<file path="src/rtl/cdb_arbiter_pkg.sv">
// cdb_arbiter_pkg: shared common-data-bus lane types, constants and helpers
package cdb_arbiter_pkg;
    typedef logic [31:0] memory_word_t;
    typedef struct packed {
        logic [31:0]  tag;
        memory_word_t value;
        logic         regwr;
    } cdb_lane_t;
    localparam int CDB_LANES = 2;
    localparam logic [31:0] CDB_IDLE_TAG = 32'd0;
    localparam cdb_lane_t CDB_IDLE = '{tag: CDB_IDLE_TAG, value: 32'd0, regwr: 1'b0};
    function automatic int wrap_inc(input int idx, input int n);
        return (idx + 1) % n;
    endfunction
endpackage

</file>
<file path="src/rtl/cdb_arbiter_rr_pick2.sv">
// rr_pick2: combinational round-robin picker granting up to two requesters
import cdb_arbiter_pkg::*;
module rr_pick2 #(
    parameter int NUM_REQ = 4,
    parameter int PTR_W   = $clog2(NUM_REQ)
) (
    input  logic [NUM_REQ-1:0] elig,
    input  logic [PTR_W-1:0]   ptr,
    output logic [NUM_REQ-1:0] grant1,
    output logic [NUM_REQ-1:0] grant2,
    output logic [PTR_W-1:0]   idx1,
    output logic [PTR_W-1:0]   idx2,
    output logic               valid1,
    output logic               valid2
);
    logic [PTR_W-1:0] order [NUM_REQ];
    for (genvar k = 0; k < NUM_REQ; k++) begin : g_order
        assign order[k] = PTR_W'((int'(ptr) + k) % NUM_REQ);
    end
    // scan from ptr with wrap; first eligible takes lane 1, second lane 2
    always_comb begin
        valid1 = 1'b0;
        valid2 = 1'b0;
        idx1 = '0;
        idx2 = '0;
        for (int i = 0; i < NUM_REQ; i++) begin
            if (elig[order[i]]) begin
                if (!valid1) begin
                    valid1 = 1'b1;
                    idx1 = order[i];
                end else if (!valid2) begin
                    valid2 = 1'b1;
                    idx2 = order[i];
                end
            end
        end
    end
    assign grant1 = valid1 ? NUM_REQ'(1) << idx1 : '0;
    assign grant2 = valid2 ? NUM_REQ'(1) << idx2 : '0;
endmodule

</file>
<file path="src/rtl/cdb_arbiter.sv">
// cdb_arbiter: shares the two CDB broadcast lanes among completing units
import cdb_arbiter_pkg::*;
module cdb_arbiter #(
    parameter int NUM_REQ = 4,
    parameter int PTR_W   = $clog2(NUM_REQ)
) (
    input  logic                  clk,
    input  logic                  reset,
    input  logic                  flush,
    input  logic [NUM_REQ-1:0]    req_valid,
    input  logic [NUM_REQ*32-1:0] req_tag,
    input  logic [NUM_REQ*32-1:0] req_data,
    input  logic [NUM_REQ-1:0]    req_regwr,
    output logic [NUM_REQ-1:0]    req_ready,
    output logic [31:0]           cdb_tag1,
    output logic [31:0]           cdb_tag2,
    output logic [31:0]           cdb_value1,
    output logic [31:0]           cdb_value2,
    output logic                  cdb_regwr1,
    output logic                  cdb_regwr2
);
    logic [NUM_REQ-1:0] elig, grant1, grant2;
    logic [PTR_W-1:0]   rr_ptr, idx1, idx2;
    logic               valid1, valid2;
    cdb_lane_t          lane_d [CDB_LANES];
    cdb_lane_t          lane_q [CDB_LANES];
    for (genvar r = 0; r < NUM_REQ; r++) begin : g_elig
        assign elig[r] = req_valid[r] && req_tag[r*32 +: 32] != CDB_IDLE_TAG;
    end
    rr_pick2 #(.NUM_REQ(NUM_REQ), .PTR_W(PTR_W)) u_pick (
        .elig   (elig),
        .ptr    (rr_ptr),
        .grant1 (grant1),
        .grant2 (grant2),
        .idx1   (idx1),
        .idx2   (idx2),
        .valid1 (valid1),
        .valid2 (valid2)
    );
    assign req_ready = (reset || flush) ? '0 : (grant1 | grant2);
    assign lane_d[0] = valid1 ? cdb_lane_t'{tag: req_tag[int'(idx1)*32 +: 32],
                                            value: req_data[int'(idx1)*32 +: 32],
                                            regwr: req_regwr[idx1]} : CDB_IDLE;
    assign lane_d[1] = valid2 ? cdb_lane_t'{tag: req_tag[int'(idx2)*32 +: 32],
                                            value: req_data[int'(idx2)*32 +: 32],
                                            regwr: req_regwr[idx2]} : CDB_IDLE;
    // register granted completions onto the lanes; flush/reset load idle
    always_ff @(posedge clk) begin
        lane_q[0] <= (reset || flush) ? CDB_IDLE : lane_d[0];
        lane_q[1] <= (reset || flush) ? CDB_IDLE : lane_d[1];
    end
    // advance the pointer past the last granted requester
    always_ff @(posedge clk) begin
        if (reset)
            rr_ptr <= '0;
        else if (!flush)
            rr_ptr <= valid2 ? PTR_W'(wrap_inc(int'(idx2), NUM_REQ)) :
                      valid1 ? PTR_W'(wrap_inc(int'(idx1), NUM_REQ)) : rr_ptr;
    end
    assign cdb_tag1   = lane_q[0].tag;
    assign cdb_value1 = lane_q[0].value;
    assign cdb_regwr1 = lane_q[0].regwr;
    assign cdb_tag2   = lane_q[1].tag;
    assign cdb_value2 = lane_q[1].value;
    assign cdb_regwr2 = lane_q[1].regwr;
endmodule

</file>
<file path="config.mk">
export PLATFORM = sky130hd
export DESIGN_NAME = cdb_arbiter
export DESIGN_NICKNAME = d
export VERILOG_FILES = /design/src/rtl/cdb_arbiter_pkg.sv /design/src/rtl/cdb_arbiter_rr_pick2.sv /design/src/rtl/cdb_arbiter.sv
export SDC_FILE = /design/constraint.sdc
export NUM_CORES = 1
export LEC_CHECK = 0
export CAP_MARGIN = 20
export CORE_AREA = 2 2 158 160
export DETAILED_ROUTE_END_ITERATION = 6
export DIE_AREA = 0 0 160 162
export MAX_ROUTING_LAYER = met4
export PLACE_DENSITY = 0.67
export SYNTH_ARGS = -nofsm -noshare
export SYNTH_HDL_FRONTEND = slang
export SYNTH_HIERARCHICAL = 1
export SYNTH_SLANG_ARGS = --single-unit
</file>
<file path="constraint.sdc">
create_clock -name clk -period 7.7 [get_ports clk]
set_input_delay 1.155 -clock clk [delete_from_list [all_inputs] [get_ports clk]]
set_output_delay 1.155 -clock clk [all_outputs]
set_load 0.05 [all_outputs]
</file>
==> results.sh, run 1 <==
export IMPL_syn_nets=867
export IMPL_ant_nets=0
export IMPL_period_share_pct=82.4
export IMPL_worst_r2r_setup_slack_ns=3.24
export IMPL_via_per_inst=5.52
export IMPL_cts_resized=0
export IMPL_synthArstFlopShare_pct=0
export IMPL_critPathKind="input pin to primary output"
export IMPL_grt_pass1_wl_mm=45.6
export IMPL_dp_cells=1263
export IMPL_core_sq_um=24100
export IMPL_r2r_start="rr_ptr[1]"
export IMPL_start_kind="input pin"
export IMPL_leakagePower_nw=4.72
export IMPL_synth_area_top_cells="mux4_2 (38%), dfxtp_1 (34%), and3_1 (11%)"
export IMPL_clock_skew_ns=0.0132
export IMPL_antenna_found_initial=1
export IMPL_cpMaxStageDelayCell="clkdlybuf4s50_1"
export IMPL_whs_path_depth=2
export IMPL_cts_hold_buf=0
export IMPL_grt_max_degree=83
export IMPL_post_cts_setup_buffers=0
export IMPL_vias=7147
export IMPL_p_total_w=0.00312
export IMPL_post_place_ws_ns=1.35
export IMPL_final_min_clock_period_ns=6.34
export IMPL_max_slew_margin_rel_pct=29.7
export IMPL_rsz0062_at_grt="no"
export IMPL_drc_errors=0
export IMPL_crit_path_cell_trace="clkdlybuf4s50_1, nor4_1, nand4_1, o21a_1, nor2b_1, or3_1, o31ai_1, ha_1, nor3_1, a22oi_1, o2bb2ai_4, nor2_1, o21a_1, clkdlybuf4s50_1"
export IMPL_grt_overflow_total=0
export IMPL_grt_pass1_vias=7294
export IMPL_multi_input_area_sq_um=4660
export IMPL_grtUsageTotal_pct=24.2
export IMPL_regArea_sq_um=2640
export IMPL_synth_yosys_warnings=6
export IMPL_io_pins=401
export IMPL_finalNetCount=1227
export IMPL_r2r_cells=11
export IMPL_cts_sinks=132
export IMPL_netlist_instances=598
export IMPL_numCtsBuffers=17
export IMPL_ys_types=46
export IMPL_ys_ff_latch=132
export IMPL_stdcell_count=1295
export IMPL_drt_initial_drc_count=719
export IMPL_hold_path_class="register to register"
export IMPL_power_density_nw_per_um2=252
export IMPL_peakVddDrop_uv=159
export IMPL_yosysTopAreaCellShare_pct=38.0
export IMPL_required_ns=6.55
export IMPL_fin_area_sq_um=12400
export IMPL_setup_slack_ns=1.36
export IMPL_setup_viol=0
export IMPL_cap_violations=0
export IMPL_dpl_cell_area_sq_um=11800
export IMPL_synthFlopType="dfxtp_1"
export IMPL_finalHoldViolCount=0
export IMPL_dieHeight_um=162
export IMPL_tns_ns=0
export IMPL_netlist_top_cells_count="and3_1 (132), dfxtp_1 (132), mux4_2 (131)"
export IMPL_gp_congestion=0.951
export IMPL_synth_area_sq_um=7760
export IMPL_clock_latency_ns=0.42
export IMPL_critPathMaxFanout=21
export IMPL_routedWlPerCell_um=24.1
export IMPL_synth_top_cell_by_area="mux4_2"
export IMPL_max_freq_ghz=0.158
export IMPL_htreeDepth=4
export IMPL_first_pass_iters=5
export IMPL_avgSynthCellArea_sq_um=13.0
export IMPL_die_x_um=160
export IMPL_hp_start="rr_ptr[0]"
export IMPL_post_dp_hpwl_mm=22.8
export IMPL_worstMarginPinSlew_ns=1.05
export IMPL_cts_root_buf="clkbuf_16"
export IMPL_crit_buf_inv=2
export IMPL_start_util_pct=32.2
export IMPL_synth_edf_count=0
export IMPL_portBuffers=400
export IMPL_seq_area_frac_synth_pct=34.0
export IMPL_syn2layout_area_growth_pct=59.7
export IMPL_critPathTopFamily="simple AND/OR/NAND/NOR gates"
export IMPL_critPathArrivalTime_ns=5.19
export IMPL_cts_tree="built"
export IMPL_cts_clk_slew_worst_paths_ns=0.06
export IMPL_design_die_area_sq_um=25900
export IMPL_end_kind="primary output"
export IMPL_holdPathEnd="rr_ptr[0]"
export IMPL_fp_row_count=57
export IMPL_timing_rr_end="lane_q[0][67]"
export IMPL_outcome="completed"
export IMPL_routed_wl_mm=31.2
export IMPL_drive_gt1_share_pct=18.4
export IMPL_crit_path_max_incr_delay_ns=0.81
export IMPL_nFillCells=2177
export IMPL_clock_path_buffers=2
export IMPL_drv_slew=0
how the worst max path moves through the flow:
| stage | depth (start not counted) | start | end | slack, ns |
|---|---|---|---|---|
| 6_report | 14 | req_tag[71] | req_ready[2] | 1.36 |
| 5_1_grt | 14 | req_tag[71] | req_ready[2] | 1.13 |
| 4_1_cts | 14 | req_tag[71] | req_ready[2] | 1.36 |
| 3_5_place_dp | 15 | req_tag[71] | lane_q[0][63] | 1.35 |
| 3_3_place_gp | 15 | req_tag[65] | lane_q[0][67] | 1.40 |
| 2_1_floorplan | 14 | req_tag[2] | req_ready[1] | 3.00 |
per-layer routing:
| metal | track usage, % | up-vias | part of all wire, % | wire, um |
|---|---|---|---|---|
| met5 | - | - | 0 | 0 |
| met4 | 10.4 | 0 | 3.9 | 1210 |
| met3 | 5.44 | 72 | 7.5 | 2350 |
| met2 | 39.0 | 363 | 49 | 15400 |
| met1 | 29.4 | 3550 | 39 | 12200 |
| li1 | - | 3162 | - | - |
logic make-up after synthesis:
kind of cell	share of synthesized area, %
AO/OA/AOI/OAI	3.46
XOR/XNOR	0.338
adder cells (fa/ha/maj)	0.451
buffers and inverters	6.27
flip-flops	34.0
multiplexers	38.3
AND/OR/NAND/NOR	17.2
where the power goes:
part	switching (W)	total [W]	internal [W]
clock network	0.000329	0.000844	0.000515
registers	0.0000294	0.000784	0.000755
logic	0.000742	0.00149	0.000750
total	0.00110	0.00312	0.00202
flip-flops by register name, indices dropped and copies added (netlist names):
signal / count
rr_ptr: 2
lane_q: 130
per-stage QoR:
step / util [%] / hold slack [ns]
after floorplan: - / 0.489
after global placement: 48.9 / 0.666
after detailed placement: 48.9 / 0.663
after CTS: 51.4 / 0.678
after global routing: 51.5 / 0.763
final: 51.5 / 0.681
area by class of cell:
cell class | instances | area share [%]
multi-input combinational | 393 | 37.6
timing repair buffer | 409 | 32.8
sequential | 132 | 21.3
clock buffer | 18 | 3.46
tap | 324 | 3.27
clock inverter | 13 | 1.40
inverter | 5 | 0.151
antenna | 1 | 0.0202
cells in the final DEF (no fill, tap or decap), types with 2 or more instances in the layout:
master / Yosys / routed
clkdlybuf4s50_1: 0 / 400
and3_1: 132 / 132
dfxtp_1: 132 / 132
mux4_2: 131 / 131
nor4_1: 33 / 33
clkbuf_16: 0 / 17
nand4_1: 10 / 10
o21a_1: 10 / 9
buf_4: 6 / 9
nor2_1: 11 / 9
a21oi_1: 7 / 7
nor2b_1: 6 / 6
nand2_1: 4 / 4
nor3_1: 4 / 4
inv_6: 0 / 4
xor2_1: 3 / 3
o31ai_1: 3 / 3
bufinv_16: 0 / 3
inv_1: 5 / 3
a31oi_1: 3 / 3
nor2_4: 0 / 2
nand3b_1: 2 / 2
mux2i_1: 2 / 2
clkinv_4: 0 / 2
clkinvlp_4: 0 / 2
o21ai_1: 2 / 2
nand2b_1: 3 / 2
inv_2: 0 / 2
o211ai_1: 2 / 2
nand3_1: 2 / 2
o21ai_0: 2 / 2
and2_1: 2 / 2
ha_1: 2 / 2
worst register-to-register path: stages (launching register included):
cell       delay, ns
dfxtp_1         0.76
nor2_1          0.07
or3_1           0.32
o31ai_1         0.11
ha_1            0.24
a21oi_1         0.05
or4_4           0.44
o2bb2ai_4       0.22
buf_4           0.59
buf_4           0.69
mux4_2          0.65
and3_1          0.20
(Power assumes the default switching activity.)
==> run 2: changes to the inputs <==
- CORE_AREA: 2 2 158 160 -> 2 2 154 156
- DIE_AREA: 0 0 160 162 -> 0 0 156 158
- PLACE_DENSITY: 0.67 -> 0.7
- clock period: 7.7 -> 6.1 ns (I/O delays scaled with it)
==> run 2 against run 1 <==
Compared with the run above: routed wire length down 0.59%; non-clock buffer count up 1; clock-buffer cell count down 1; sequential power up 27%; final cell count down 2.6%; critical path depth down 1; clock power up 22%; worst setup slack worse by 0.62 ns.
==> results.sh, run 2 (synthesis results as in run 1) <==
export IMPL_outcome="completed"
export IMPL_start_kind="input pin"
export IMPL_grtUsageTotal_pct=25.1
export IMPL_via_per_inst=5.78
export IMPL_critPathMaxFanout=16
export IMPL_first_pass_iters=5
export IMPL_top_regs="lane_q: 130 flops, rr_ptr: 2 flops"
export IMPL_syn2layout_area_growth_pct=59.3
export IMPL_cpMaxStageDelayCell="nor4_1"
export IMPL_grt_overflow_total=0
export IMPL_rsz0062_at_grt="no"
export IMPL_final_min_clock_period_ns=5.36
export IMPL_max_slew_margin_rel_pct=30.8
export IMPL_cts_clk_slew_worst_paths_ns=0.06
export IMPL_period_share_pct=87.9
export IMPL_power_density_nw_per_um2=316
export IMPL_clock_latency_ns=0.42
export IMPL_antenna_found_initial=0
export IMPL_clock_path_buffers=2
export IMPL_cts_tree="built"
export IMPL_numCtsBuffers=17
export IMPL_required_ns=5.18
export IMPL_ant_nets=0
export IMPL_p_clk_share_pct=26.3
export IMPL_clock_skew_ns=0.0145
export IMPL_drive_gt1_share_pct=18.9
export IMPL_pwr_share_comb_pct=48.3
export IMPL_max_freq_ghz=0.187
export IMPL_critPathKind="input pin to primary output"
export IMPL_p_int_w=0.00252
export IMPL_grt_pass1_vias=7261
export IMPL_crit_path_max_incr_delay_ns=0.52
export IMPL_cts_hold_buf=0
export IMPL_post_cts_setup_buffers=0
export IMPL_r2r_cells=10
export IMPL_post_dp_hpwl_mm=22.7
export IMPL_critPathArrivalTime_ns=4.44
export IMPL_peakVddDrop_uv=182
export IMPL_leakagePower_nw=4.73
export IMPL_cts_root_buf="clkbuf_16"
export IMPL_routedWlPerCell_um=24.6
export IMPL_finalNetCount=1228
export IMPL_cts_resized=0
export IMPL_crit_top_cell="o21a_1"
export IMPL_end_kind="primary output"
export IMPL_gp_congestion=0.924
export IMPL_vias=7290
export IMPL_seqPwrFrac_pct=25.4
export IMPL_utilization_pct=53.7
export IMPL_largest_register="lane_q"
export IMPL_design_die_area_sq_um=24600
export IMPL_finalHoldViolCount=0
export IMPL_met1_usage_pct=31.3
export IMPL_htreeDepth=4
export IMPL_final_common_cell="clkdlybuf4s50_1"
export IMPL_top_usage_layer="met2"
export IMPL_core_sq_um=23100
export IMPL_cap_violations=0
export IMPL_fp_row_count=56
export IMPL_whs_path_depth=2
export IMPL_timing_hold_ws_ns=0.696
export IMPL_die_x_um=156
export IMPL_crit_path_cell_trace="clkdlybuf4s50_1, nor4_1, nand4_1, o21a_1, nor2b_1, o31ai_1, ha_1, mux2i_1, a21oi_1, o21a_4, and3_1, o21a_1, buf_12"
export IMPL_largest_reg_flops=130
export IMPL_grt_max_degree=108
export IMPL_drt_initial_drc_count=574
export IMPL_grt_pass1_wl_mm=44.8
export IMPL_dieHeight_um=158
export IMPL_routed_wl_mm=31.0
export IMPL_power_net_switching_w=0.00139
export IMPL_portBuffers=400
export IMPL_io_pins=401
export IMPL_met3_usage_pct=4.76
export IMPL_antenna_cells=0
export IMPL_hold_path_class="register to register"
export IMPL_cts_sinks=132
export IMPL_final_cell_mix="clkdlybuf4s50_1 (396), and3_1 (132), dfxtp_1 (132), mux4_2 (131), nor4_1 (33)"
export IMPL_drv_slew=0
export IMPL_start_util_pct=33.7
export IMPL_drc_errors=0
export IMPL_tns_ns=0
export IMPL_grt_use_met2_pct=40.7
export IMPL_worstMarginPinSlew_ns=1.04
export IMPL_swShare_pct=35.6
export IMPL_setup_viol=0
run 2: changes by cell type in the layout (fill, tap and decap cells not counted), moves of 2 or more:
cell and delta:
buf_12 +3, buf_4 +2, clkdlybuf4s50_1 -4, clkinvlp_4 +2
run 2: routing by layer:
metal | up-vias | wire, um
li1 | 3166 | -
met1 | 3697 | 12300
met2 | 364 | 15600
met3 | 63 | 2140
met4 | 0 | 1010
met5 | - | 0
run 2: worst max-delay path, delay by kind of cell:
| kind | cells | cell delay (ns) |
|---|---|---|
| muxes | 1 | 0.14 |
| adders and majority gates | 1 | 0.28 |
| and+or+nand+nor | 4 | 1.32 |
| AOI/OAI and AO/OA | 5 | 1.14 |
| buffers and inverters | 2 | 0.63 |
run 2: final timing paths:
kind	slack [ns]	to	start
max	0.74	req_ready[1]	req_tag[98]
min	0.70	rr_ptr[0]	rr_ptr[0]
max reg2reg	2.37	lane_q[0][93]	rr_ptr[1]
min reg2reg	0.70	rr_ptr[0]	rr_ptr[0]
run 2: final cells by class:
type                            count  area, sq um
Clock inverter                     14          153
Sequential cell                   132         2640
Inverter                            5         18.8
Fill cell                        1968        10700
Timing Repair Buffer              410         4110
Tap cell                          290          363
Clock buffer                       17          425
Multi-Input combinational cell    393         4660
run 2: stage by stage:
step	instances	total power [W]	worst slack (ns)	cell area (sq um)
final	1261	0.00391	0.740	12400
after global placement	1230	0.00290	0.761	11800
after global routing	1261	0.00408	0.516	12400
after detailed placement	1230	0.00290	0.732	11800
after CTS	1261	0.00394	0.710	12400
after floorplan	598	0.00243	1.88	7760
run 2: power groups by stage:
stage                     Sequential (W)  Clock [W]  Combinational [W]
after floorplan                  0.00131          0            0.00112
after global placement           0.00101          0            0.00189
after detailed placement         0.00101          0            0.00189
after CTS                       0.000994    0.00104            0.00190
after global routing             0.00100    0.00108            0.00199
final                           0.000994    0.00103            0.00189
